--- src/rtl/ram_program_loader_if.sv ---
// rtl/ram_program_loader_if.sv - RAM write-port bundle between the program loader and the CPU RAM
interface ram_program_loader_if #(
  parameter int ADDR_W = 4
);
  logic [ADDR_W-1:0] ram_addr;
  logic [7:0]        ram_data;
  logic              ram_we_n;

  modport master (output ram_addr, ram_data, ram_we_n);
  modport slave  (input  ram_addr, ram_data, ram_we_n);
endinterface

--- src/rtl/ram_program_loader.sv ---
// rtl/ram_program_loader.sv - loads a program image into CPU RAM from strobed pins, then releases the CPU
module ram_program_loader #(
  parameter int RAM_BYTES   = 16,
  parameter int ADDR_W      = 4,
  parameter int SYNC_STAGES = 2
) (
  input  logic                  clk,
  input  logic                  rst_n,
  input  logic                  load_mode,
  input  logic [7:0]            data_in,
  input  logic                  data_strobe,
  ram_program_loader_if.master  ram,
  output logic                  ack,
  output logic                  busy,
  output logic                  run,
  output logic [ADDR_W:0]       byte_count
);

  typedef enum logic [2:0] {
    IDLE    = 3'd0,
    LOAD    = 3'd1,
    WRITE   = 3'd2,
    RELEASE = 3'd3,
    DONE    = 3'd4
  } state_t;

  localparam logic [ADDR_W-1:0] LAST_ADDR = ADDR_W'(RAM_BYTES - 1);

  state_t                 state, state_nx;
  logic [SYNC_STAGES-1:0] ls_sync, ss_sync;
  logic                   ls, ss, ls_q, ss_q;
  logic                   ls_rise, ss_rise;
  logic [ADDR_W-1:0]      addr_q, addr_nx;
  logic [7:0]             data_q, data_nx;
  logic                   we_n_q, we_n_nx;
  logic                   ack_nx, run_nx;
  logic [ADDR_W:0]        cnt_nx;

  assign ls      = ls_sync[SYNC_STAGES-1];
  assign ss      = ss_sync[SYNC_STAGES-1];
  assign ls_rise = ls & ~ls_q;
  assign ss_rise = ss & ~ss_q;

  // Both pins cross into clk through equal-depth chains so their relative timing is kept.
  always_ff @(posedge clk or negedge rst_n) begin
    if (!rst_n) begin
      ls_sync <= '0;
      ss_sync <= '0;
      ls_q    <= 1'b0;
      ss_q    <= 1'b0;
    end else begin
      ls_sync <= {ls_sync[SYNC_STAGES-2:0], load_mode};
      ss_sync <= {ss_sync[SYNC_STAGES-2:0], data_strobe};
      ls_q    <= ls;
      ss_q    <= ss;
    end
  end

  always_ff @(posedge clk or negedge rst_n) begin
    if (!rst_n) begin
      state      <= IDLE;
      addr_q     <= '0;
      data_q     <= '0;
      we_n_q     <= 1'b1;
      ack        <= 1'b0;
      run        <= 1'b0;
      byte_count <= '0;
    end else begin
      state      <= state_nx;
      addr_q     <= addr_nx;
      data_q     <= data_nx;
      we_n_q     <= we_n_nx;
      ack        <= ack_nx;
      run        <= run_nx;
      byte_count <= cnt_nx;
    end
  end

  always_comb begin
    state_nx = state;
    addr_nx  = addr_q;
    data_nx  = data_q;
    ack_nx   = ack & ss;
    cnt_nx   = byte_count;
    case (state)
      IDLE: begin
        if (ls) begin
          state_nx = LOAD;
          addr_nx  = '0;
          cnt_nx   = '0;
        end
      end
      LOAD: begin
        // Losing load_mode wins over a coincident strobe edge.
        if (!ls) begin
          state_nx = DONE;
        end else if (ss_rise) begin
          data_nx  = data_in;
          state_nx = WRITE;
        end
      end
      WRITE: begin
        ack_nx = 1'b1;
        cnt_nx = byte_count + {{ADDR_W{1'b0}}, 1'b1};
        if (addr_q == LAST_ADDR) begin
          state_nx = DONE;
        end else begin
          addr_nx  = addr_q + {{(ADDR_W-1){1'b0}}, 1'b1};
          state_nx = RELEASE;
        end
      end
      RELEASE: begin
        if (!ss) begin
          ack_nx   = 1'b0;
          state_nx = ls ? LOAD : DONE;
        end
      end
      DONE: begin
        if (ls_rise) begin
          state_nx = LOAD;
          addr_nx  = '0;
          cnt_nx   = '0;
        end
      end
      default: state_nx = IDLE;
    endcase
    we_n_nx = (state_nx != WRITE);
    run_nx  = (state == DONE) && (state_nx == DONE);
  end

  assign busy         = (state == LOAD) || (state == WRITE) || (state == RELEASE);
  assign ram.ram_addr = addr_q;
  assign ram.ram_data = data_q;
  assign ram.ram_we_n = we_n_q;

endmodule

--- src/flat_wrapper.sv ---
// flat-port wrapper written by rule: the top's interface ports become plain ports
module ram_program_loader_flat 
#(
  parameter int RAM_BYTES   = 16,
  parameter int ADDR_W      = 4,
  parameter int SYNC_STAGES = 2
)
  (clk, rst_n, load_mode, data_in, data_strobe, ack, busy, run, byte_count, ram_ram_addr, ram_ram_data, ram_ram_we_n);
  ram_program_loader_if #(.ADDR_W(ADDR_W)) ram_i ();
  input  logic clk;
  input  logic rst_n;
  input  logic load_mode;
  input  logic [7:0] data_in;
  input  logic data_strobe;
  output logic ack;
  output logic busy;
  output logic run;
  output logic [ADDR_W:0] byte_count;
  output wire logic [$bits(ram_i.ram_addr)-1:0] ram_ram_addr;
  output wire logic [$bits(ram_i.ram_data)-1:0] ram_ram_data;
  output wire logic [$bits(ram_i.ram_we_n)-1:0] ram_ram_we_n;
  assign ram_ram_addr = ram_i.ram_addr;
  assign ram_ram_data = ram_i.ram_data;
  assign ram_ram_we_n = ram_i.ram_we_n;
  ram_program_loader #(.RAM_BYTES(RAM_BYTES), .ADDR_W(ADDR_W), .SYNC_STAGES(SYNC_STAGES)) u_core (.clk(clk), .rst_n(rst_n), .load_mode(load_mode), .data_in(data_in), .data_strobe(data_strobe), .ram(ram_i), .ack(ack), .busy(busy), .run(run), .byte_count(byte_count));
endmodule
--- config.mk ---
export PLATFORM = sky130hd
export DESIGN_NAME = ram_program_loader_flat
export DESIGN_NICKNAME = d
export VERILOG_FILES = /design/src/rtl/ram_program_loader_if.sv /design/src/rtl/ram_program_loader.sv /design/src/flat_wrapper.sv
export SDC_FILE = /design/constraint.sdc
export NUM_CORES = 1
export LEC_CHECK = 0
export ABC_AREA = 1
export BUFFER_PORTS_ARGS = -buffer_cell sky130_fd_sc_hd__clkbuf_2
export CAP_MARGIN = 25
export CORE_ASPECT_RATIO = 1.4
export CORE_UTILIZATION = 40
export CTS_CLUSTER_DIAMETER = 60
export CTS_CLUSTER_SIZE = 30
export DETAILED_ROUTE_END_ITERATION = 8
export SLEW_MARGIN = 10
export SYNTH_ARGS = -nofsm -noshare
export SYNTH_HDL_FRONTEND = slang
export SYNTH_SLANG_ARGS = --single-unit
--- constraint.sdc ---
create_clock -name clk -period 4.1 [get_ports clk]
set_clock_uncertainty 0.2 [all_clocks]
set_input_delay 0.82 -clock clk [delete_from_list [all_inputs] [get_ports clk]]
set_output_delay 0.82 -clock clk [all_outputs]
set_load 0.02 [all_outputs]
Word-level counts from Yosys, hierarchy flattened
Index checks and enable logic that the tools add are counted.
- flip-flop bits (word level): 29
- bits of input ports: 12
- logic and storage cells: 53
- add/sub/neg operators: 2
- equality and inequality tests: 10
- mux-type cells: 17
- bitwise gates (word level): 5
- reduce and logical (&&, ||, !) cells: 8
- operators with widths (cell ; count):
    $mux W3 ; 7
    $pmux W3 S5 ; 1
    $pmux W5 S3 ; 1
    $mux W4 ; 3
    $pmux W4 S3 ; 1
    $mux W5 ; 2
    $eq A3 B2 Y1 const B ; 2
    $eq A3 B3 Y1 const B ; 2
    $reduce_and A3 Y1 ; 2
    $add A5 B1 Y5 const B ; 1
    $add A4 B1 Y4 const B ; 1
    $eq A4 B4 Y1 const B ; 1
    $ne A2 B1 Y1 const B ; 2
    $reduce_and A4 Y1 ; 1
    $and A1 B1 Y1 ; 3
    $eq A3 B1 Y1 const B ; 1
    $logic_not A3 Y1 ; 1
    $ne A3 B2 Y1 const B ; 1
    $reduce_bool A3 Y1 ; 1
    $logic_or A1 B1 Y1 ; 2
    $ne A2 B2 Y1 const B ; 1
    $not A1 Y1 ; 2
    $pmux W1 S2 ; 1
    $logic_and A1 B1 Y1 ; 1
    $mux W1 ; 1

Longest topological paths before layout
- depth in word-level cells: 7
- mapped depth: 7
- mapped depth without buffers: 7

Least setup slack after synthesis
Ideal clock, no wire load.
- path kind: reg-to-output
- start: reg u_core.state[0]
- end: out busy
- arrival time: 0.801 ns
- data required time: 3.080 ns
- path slack: 2.279 ns
- stages on the path, launching flop included: 3
- path buffers: 0
- cells stage by stage: dfrtp_1 > nor2_2 > nor2_1
- longest elaborated chain between the ends: 3
- ends and longest elaborated chain (what ; line ; source):
    start, declared ; ram_program_loader.sv:29 ; state_t state, state_nx;
    start signal, assigned ; ram_program_loader.sv:69 ; state <= state_nx;
    $eq A3 B1 Y1 / $eq A3 B2 Y1 (equally long branches) ; ram_program_loader.sv:131 ; assign busy = (state == LOAD) || (state == WRITE) || (state == RELEASE);
    $logic_or A1 B1 Y1 ; ram_program_loader.sv:131 ;
    $logic_or A1 B1 Y1 * ; ram_program_loader.sv:131 ;
    end, declared ; flat_wrapper.sv:16 ; output logic busy;
Mark *: on every way between the ends. The rest lies on a longest branch, timed or not.

Worst setup path after layout
Ends and elaborated chain as after synthesis.

==> reports/qor.yml <==
status:
  status: "finished, final reports clean"
global_route:
  gr-usage-all-layers: 0.1819
  grt_pass1_vias: 1107
  grt_pass1_wl_um: 4802
  grt_max_degree: 30
  grt-ovfl-total: 0
  grt_antenna_before_repair: 0
clocking:
  root_buffer: "clkbuf_8"
  clock_sinks: 29
  htreeDepth: 2
  cts_tree: "yes"
  postCtsHoldBufs: 0
  cts_resized: 0
  numCtsBuffers: 5
  cts_setup_buffers: 0
  cts_buffer_depth: 2
  clkLatencyLatePin_ns: 0.28
  path_clk_slew_ns: 0.06
floorplan:
  rows: 24
  start_util: 0.4243
  core_sq_um: 3123
  io_pins: 33
  die_h_um: 70.10
  fp.dieArea_sq_um: 3550
  dieWidth_um: 50.64
detailed_routing:
  dr.pass1.iters: 4
  routed-via-count: 1069
  wl_um: 2603
  drc_errors: 0
  ant_nets: 0
  viasPerCell: 4.794
  post_drt_wl_per_cell_um: 11.67
  drt-initial-drc-count: 17
sta:
  worst_pin_slew_ns: 0.7002
  maxSlewViolCount: 0
  final_hold_viol_count: 0
  fmax_mhz: 458.5
  finalCritPeriodShare: 0.5319
  setup_viol: 0
  setup_tns_ns: 0
  fin_crit_ns: 2.181
  rsz0062_at_grt: "false"
  slew-limit-headroom: 0.5332
logic_synthesis:
  ys_seq_area_frac: 0.5486
  syn-num-nets: 159
  synthCells: 145
  netlist_area_sq_um: 1325
  ys_warn_count: 0
  postSynthAreaPerCell_sq_um: 9.138
  ys_ff_latch: 29
  synth_cell_type_count: 23
layout:
  diodes: 0
  multiInputGateArea_sq_um: 511.7
  fin_nets: 197
  fillers: 299
  finish.utilization: 0.5164
  layout-drive-gt1-share: 0.3478
  seq_area_sq_um: 726.9
  area_growth_syn_to_layout_pct: 21.72
place:
  port_buffers: 32
  hpwlAfterDp_um: 1876
  place.gp.congestion: 0.8658
power_and_ir_drop:
  p_per_area_nw_per_um2: 652.1
  p_leak_uw: 0.0009120
  peakVddDrop_mv: 0.4145
critical_path:
  path_buf_inv: 1
  cp_slowest_cell: "dfrtp_1"
  crit_family: "flip-flops"
  cp_slowest_stage_delay_ns: 0.46
  start_kind: "flip-flop"
  arrival_ns: 1.16
  cp_max_fo: 5
  critPathCaptureType: "output pin"
  r2r_slack_ns: 2.58
  crit_type: "flip-flop to output pin"
  crit_chain: "nor2_2, nor2_1, clkbuf_2"
  cp_data_required_time_ns: 3.08
worst_hold_path:
  hold_path_class: "flip-flop to flip-flop"
job:
  maxCapViolations: 0
## Yosys cell counts, drive strengths merged
cell	count	area share
inv	20	0.057
nor2	11	0.039
xnor2	1	0.0066
dfrtp	28	0.53
buf	1	0.0085
nor3	2	0.0076
or2	1	0.0047
nand2	43	0.13
dfstp	1	0.020
a31o	2	0.013
a21oi	3	0.011
nand3	14	0.070
nand4	3	0.014
ha	2	0.019
o21ai	12	0.068
o211ai	1	0.0057
## path summary, 6_finish.rpt
kind                                    from  cells past startpoint                endpoint
min                        u_core.ls_sync[0]                      0       u_core.ls_sync[1]
min in group asynchronous              rst_n                      1             u_core.ls_q
max                          u_core.state[0]                      3                    busy
max reg2reg                  u_core.state[0]                      6  u_core.ram.ram_addr[3]
max in group asynchronous              rst_n                      1  u_core.ram.ram_data[1]
min reg2reg                u_core.ls_sync[0]                      0       u_core.ls_sync[1]
## sequential cells by signal (all words and copies together), names as in the netlist, 2 cells and up
| signal | count |
|---|---|
| u_core.ram.ram_data | 8 |
| u_core.ss_sync | 2 |
| u_core.byte_count | 5 |
| u_core.ls_sync | 2 |
| u_core.state | 3 |
| u_core.ram.ram_addr | 4 |
## where the power goes
group          internal [uW]  switching (uW)
Clock                    137             102
Combinational            129             256
Sequential               360            68.0
Total                    626             426
## per-stage QoR
step           area [sq um]  total power (uW)  hold slack (ns)  setup slack (ns)  cells
5_1_grt                1613              1132           0.1711             1.849    223
4_1_cts                1613              1066           0.1546             1.912    223
3_3_place_gp           1523             807.1           0.1322             2.251    215
2_1_floorplan          1325             696.4           0.1312             2.279    145
6_report               1613              1052           0.1543             1.919    223
3_5_place_dp           1523             820.5           0.1402             2.218    215
## area by class of cell
cell class              instances  share of cell area
multi-input cells              95              0.3173
well taps                      39             0.03026
clock buffers                   8             0.05586
repair buffers                 32             0.09930
flip-flops and latches         29              0.4507
inverters                      20             0.04655
## worst register-to-register path, cell delays in order (launching register included)
cell and delay, ns:
dfrtp_1 0.46, nor2_2 0.25, nand2_4 0.12, nor2_1 0.17, nor2_1 0.08, nand3_1 0.09
nand2_1 0.05
## cells in the final DEF (no fill, tap or decap), drive strengths merged
| cell type | Yosys | final |
|---|---|---|
| nand4 | 3 | 3 |
| nand2 | 43 | 43 |
| xnor2 | 1 | 1 |
| o21ai | 12 | 12 |
| dfrtp | 28 | 28 |
| a21oi | 3 | 3 |
| a31o | 2 | 2 |
| inv | 20 | 20 |
| dfstp | 1 | 1 |
| nand3 | 14 | 14 |
| or2 | 1 | 1 |
| ha | 2 | 2 |
| nor3 | 2 | 2 |
| nor2 | 11 | 11 |
| o211ai | 1 | 1 |
| clkbuf | 0 | 40 |
## logic make-up after synthesis
family / after synthesis / share of synthesized area
flip-flops: 29 / 0.5486
adder cells (fa/ha/maj): 2 / 0.01888
AO/OA/AOI/OAI: 18 / 0.09821
AND/OR/NAND/NOR: 74 / 0.2625
XOR/XNOR: 1 / 0.006611
buffers and inverters: 21 / 0.06515
## routing by layer
layer  wire length [um]  global-route usage  share of wire
met1               1023              0.1935           0.39
met2               1392              0.3156           0.53
met3                137             0.06318          0.053
met4                 50             0.08025          0.019
met5                  0                   0              0
No activity file was read; power rests on OpenSTA's default activity.
